**config.mk**
```make
export PLATFORM = sky130hd
export DESIGN_NAME = rpsc_interlock_card
export DESIGN_NICKNAME = d
export VERILOG_FILES = /design/src/rtl/rpsc_interlock_card.sv
export SDC_FILE = /design/constraint.sdc
export NUM_CORES = 1
export LEC_CHECK = 0
export CORE_MARGIN = 5
export CORE_UTILIZATION = 53
export DETAILED_ROUTE_END_ITERATION = 16
export PLACE_DENSITY = 0.79
export SLEW_MARGIN = 25
export SYNTH_ARGS = -nofsm -noshare
export SYNTH_HDL_FRONTEND = slang
export SYNTH_SLANG_ARGS = --single-unit
export TNS_END_PERCENT = 5
```
**constraint.sdc**
```tcl
create_clock -name clk -period 8.1 [get_ports clk]
set_input_delay 1.215 -clock clk [delete_from_list [all_inputs] [get_ports clk]]
set_output_delay 1.215 -clock clk [all_outputs]
set_load 0.005 [all_outputs]
```
**src/rtl/rpsc_interlock_card.sv**
```systemverilog
// RF permit interlock card: per-channel fault filtering, sticky latching and a
// TRIPPED/HOLDOFF/PERMIT sequencer driving the active-low permit and alarm.
module rpsc_interlock_card #(
    parameter int N_FAULT        = 8,
    parameter int FILT_CYCLES    = 4,
    parameter int HOLDOFF_CYCLES = 16
) (
    input  logic               clk,
    input  logic               reset,
    input  logic [N_FAULT-1:0] fault_in,
    input  logic [N_FAULT-1:0] fault_mask,
    input  logic               clear_req,
    output logic               rf_perm_b,
    output logic               alarm_b,
    output logic [N_FAULT-1:0] fault_latch,
    output logic [N_FAULT-1:0] first_fault,
    output logic [7:0]         trip_count,
    output logic               clear_rej,
    output logic [1:0]         state_o
);

    localparam logic [1:0] ST_PERMIT  = 2'd0;
    localparam logic [1:0] ST_HOLDOFF = 2'd1;
    localparam logic [1:0] ST_TRIPPED = 2'd2;

    localparam logic [7:0]  FILT_MAX = 8'(FILT_CYCLES);
    localparam logic [7:0]  FILT_PRE = 8'(FILT_CYCLES - 1);
    localparam logic [15:0] HOLD_END = 16'(HOLDOFF_CYCLES - 1);

    logic [1:0]         state_q, state_d;
    logic [15:0]        hold_q, hold_d;
    logic [7:0]         cnt_q [N_FAULT];
    logic [7:0]         cnt_d [N_FAULT];
    logic [N_FAULT-1:0] latch_q, latch_d;
    logic [N_FAULT-1:0] first_q, first_d;
    logic [7:0]         trip_q, trip_d;
    logic               rf_perm_b_q, rf_perm_b_d;
    logic               alarm_b_q, alarm_b_d;
    logic               clear_rej_q, clear_rej_d;

    logic [N_FAULT-1:0] act;
    logic [N_FAULT-1:0] qual;
    logic               any_qual;
    logic [7:0]         trip_inc;

    assign act = fault_in & ~fault_mask;

    // A channel qualifies only on the edge its counter reaches the filter
    // length; once saturated it stays silent until the input drops.
    always_comb begin
        for (int i = 0; i < N_FAULT; i++) begin
            qual[i]  = act[i] && (cnt_q[i] == FILT_PRE);
            cnt_d[i] = 8'd0;
            if (act[i]) begin
                cnt_d[i] = (cnt_q[i] == FILT_MAX) ? cnt_q[i] : cnt_q[i] + 8'd1;
            end
        end
    end

    assign any_qual = |qual;
    assign trip_inc = (trip_q == 8'hFF) ? trip_q : trip_q + 8'd1;

    always_comb begin
        state_d     = state_q;
        hold_d      = hold_q;
        latch_d     = latch_q | qual;
        first_d     = first_q;
        trip_d      = trip_q;
        clear_rej_d = 1'b0;
        case (state_q)
            ST_PERMIT: begin
                if (any_qual) begin
                    state_d = ST_TRIPPED;
                    first_d = qual;
                    trip_d  = trip_inc;
                end
            end
            ST_HOLDOFF: begin
                if (any_qual) begin
                    state_d = ST_TRIPPED;
                    first_d = qual;
                    trip_d  = trip_inc;
                    hold_d  = 16'd0;
                end else if (hold_q == HOLD_END) begin
                    state_d = ST_PERMIT;
                    hold_d  = 16'd0;
                end else begin
                    hold_d = hold_q + 16'd1;
                end
            end
            ST_TRIPPED: begin
                // A qualification implies an active channel, so it also forces a reject.
                if (clear_req) begin
                    if (|act) begin
                        clear_rej_d = 1'b1;
                    end else begin
                        state_d = ST_HOLDOFF;
                        latch_d = '0;
                        first_d = '0;
                        hold_d  = 16'd0;
                    end
                end
            end
            default: begin
                state_d = ST_HOLDOFF;
                hold_d  = 16'd0;
            end
        endcase
        rf_perm_b_d = (state_d != ST_PERMIT);
        alarm_b_d   = ~|latch_d;
    end

    always_ff @(posedge clk or posedge reset) begin
        if (reset) begin
            state_q     <= ST_HOLDOFF;
            hold_q      <= 16'd0;
            latch_q     <= '0;
            first_q     <= '0;
            trip_q      <= 8'd0;
            rf_perm_b_q <= 1'b1;
            alarm_b_q   <= 1'b1;
            clear_rej_q <= 1'b0;
            for (int i = 0; i < N_FAULT; i++) begin
                cnt_q[i] <= 8'd0;
            end
        end else begin
            state_q     <= state_d;
            hold_q      <= hold_d;
            latch_q     <= latch_d;
            first_q     <= first_d;
            trip_q      <= trip_d;
            rf_perm_b_q <= rf_perm_b_d;
            alarm_b_q   <= alarm_b_d;
            clear_rej_q <= clear_rej_d;
            for (int i = 0; i < N_FAULT; i++) begin
                cnt_q[i] <= cnt_d[i];
            end
        end
    end

    assign rf_perm_b   = rf_perm_b_q;
    assign alarm_b     = alarm_b_q;
    assign fault_latch = latch_q;
    assign first_fault = first_q;
    assign trip_count  = trip_q;
    assign clear_rej   = clear_rej_q;
    assign state_o     = state_q;

endmodule

```
==> reports/results.txt <==
final setup violation count: 0
gpl congestion: 0.886
share of layout cells above drive strength 1: 7.06%
worst clock skew: 0.0171 ns
hold path start: trip_count[4]
final cell area excluding filler cells: 6320 µm²
vias per cell: 5.67
Final ANT Viol Nets: 0
Syn. warnings: 0
# IOs: 48
Worst slew margin: 48.4%
vias post-DR: 4,227
Detail Placement HPWL: 8110 µm
Final Hold Vio Count: 0
Setup TNS Final: 0 ns
worst reg2reg startpoint: cnt_q[40]
most common cell after layout, fill and taps aside: dfrtp_1
RSZ-0062 raised after global routing: false
drt drc: 0
Clock transition at path regs: 0.11 ns
Num CTS Buffers: 9
setup slack, reg-to-reg: 5.25 ns
Period minus WS final: 3.73 ns
DRT iter0 DRCs: 276
crit-path max FO: 14
clock root buffer: clkbuf_8
Die Y: 112 µm
#FFs+latches synth: 109
Max clock buf depth: 2
Required @ worst endpoint: 8.38 ns
TritonCTS clock tree: yes
Worst Path Arrival: 4.01 ns
maximum VDD drop: 0.150 mV
fmax: 268 MHz
Yosys cell types: 49
Post-Route M1 WL: 5160 µm
top_reg_cell synth: dfrtp_1
Pins Over Slew Limit: 0
ys async rst share: 100%
vias in the first global route: 4,148
Critical Path Start Type: input port
final wirelength: 11,400 µm
syn_area_per_cell: 9.85 µm²
Post-synth EDFFs: 0
Layout area overhead: 14.0%
hold path depth: 1
Hold Path End: trip_count[4]
length of routed met3 wiring: 439 µm
I/O Buffers: 47
Post-Synthesis Cells: 563
Tot GR Track Use: 18.7%
WHS: 0.512 ns
initial antenna violation count: 0
area leader, netlist: dfrtp_1
# diodes: 0
power density cells: 191 nW/µm²
Netlist Area Pre-Place: 5550 µm²
DR WL/cell: 15.3 µm
ranking of synthesized cells by area: dfrtp_1 48%, xor2_1 4.9%, nor2_1 4.8%, ha_1 4.1%, nand3_1 3.4%
worst r2r dst: hold_q[10]
clk sinks: 109
postcts setup bufs: 0
CTS hold repair buffers: 0
Worst-Margin Slew: 0.773 ns
grt ovf: 0
WL met2: 5700 µm
commonest non-fill, non-tap cells in the layout: 106 x dfrtp_1, 71 x nor2_1, 47 x clkdlybuf4s50_1, 38 x nand3_1, 31 x xor2_1
Reg2Reg Depth: 7
post-CTS resize count: 0
Die W: 112 µm
max layer used: met4
placed cell areas: 6120 µm²
Crit. End Element: flip-flop
Tcrit/Tclk final: 46.0%
leakage power: 2.74 nW
Initial Util: 54.0%
register area share after synthesis: 49.3%
fin util: 61.5%
Worst Hold Class: flip-flop to flip-flop
Pre-Repair DR Iteration Count: 4
Mapped Nets: 600
Placed Cells incl. Taps: 729
status: finished, final reports clean
fin cells: 745
first-pass GRT wire length: 19,500 µm
Worst-Skew Late Latency: 0.38 ns
Synth top area share: 47.8%
Maximum Capacitance Violations: 0
Core ar.: 10,300 µm²
Nets: 641
num rows: 37
CP Class: input port to flip-flop
die area: 12,600 µm²
largest net degree at the start of global routing: 61
CTS H-Tree Depth: 3
-- worst max-delay path: stages --
cell,delay (ns)
clkdlybuf4s50_1,0.45
nand2b_1,0.37
nor4bb_1,0.16
nor4_1,0.63
nand3_1,0.59
or3_1,0.51
o21ai_0,0.08
-- how the worst max path moves through the flow --
stage / startpoint / to / slack (ns) / depth (start not counted)
finish: fault_mask[2] / hold_q[10] / 4.37 / 7
CTS: fault_mask[0] / hold_q[9] / 4.51 / 7
detailed placement: fault_mask[0] / hold_q[9] / 4.10 / 7
floorplan: reset / clear_rej / 4.02 / 1
global route: fault_mask[0] / hold_q[9] / 4.22 / 7
global placement: fault_mask[4] / hold_q[14] / 4.34 / 7
-- cell type report --
cell class / instances / area (µm²)
Timing Repair Buffer: 49 / 485
Fill cell: 854 / 3960
Inverter: 24 / 92.6
Sequential cell: 109 / 2730
Clock buffer: 9 / 124
Multi-Input combinational cell: 411 / 2650
Tap cell: 136 / 170
Clock inverter: 7 / 72.6
-- per-layer routing --
metal  GRT usage, %  up-vias
met3           4.31        9
met2           31.6       76
met1           24.8     2094
met5              0        -
li1               -     2048
met4           3.77        0
-- report_power, final --
part | switching [W] | internal (W) | total [W]
logic | 0.000106 | 0.000123 | 0.000229
registers | 0.0000550 | 0.000592 | 0.000647
clock network | 0.000188 | 0.000144 | 0.000332
total | 0.000349 | 0.000859 | 0.00121
-- through the flow --
stage               setup slack (ns)  power [W]
CTS                             4.51    0.00122
detailed placement              4.10   0.000885
floorplan                       4.02   0.000764
global placement                4.34   0.000877
finish                          4.37    0.00121
global route                    4.22    0.00127
-- sequential cells by signal (all words and copies together), names as in the netlist --
signal       count
alarm_b          1
hold_q          16
rf_perm_b        1
fault_latch      8
cnt_q           64
clear_rej        1
first_fault      8
state_o          2
trip_count       8
-- synth_stat cells (all sizes together) (14+ instances only) --
| library cell | n |
|---|---|
| nor3 | 15 |
| xor2 | 31 |
| a21oi | 21 |
| nand2b | 16 |
| and3 | 14 |
| dfrtp | 106 |
| nand4 | 14 |
| clkbuf | 18 |
| o21ai | 17 |
| nand2 | 30 |
| inv | 24 |
| ha | 18 |
| nand3 | 38 |
| nor4 | 19 |
| nor2 | 71 |
-- logic make-up after synthesis --
| logic type | share of synthesized area [%] |
|---|---|
| buffers and inverters | 3.05 |
| flip-flops | 49.3 |
| multiplexers | 1.33 |
| AO/OA/AOI/OAI | 8.75 |
| adder cells (fa/ha/maj) | 4.06 |
| XOR/XNOR | 7.08 |
| AND/OR/NAND/NOR | 26.5 |
No activity file was read; power rests on OpenSTA's default activity.
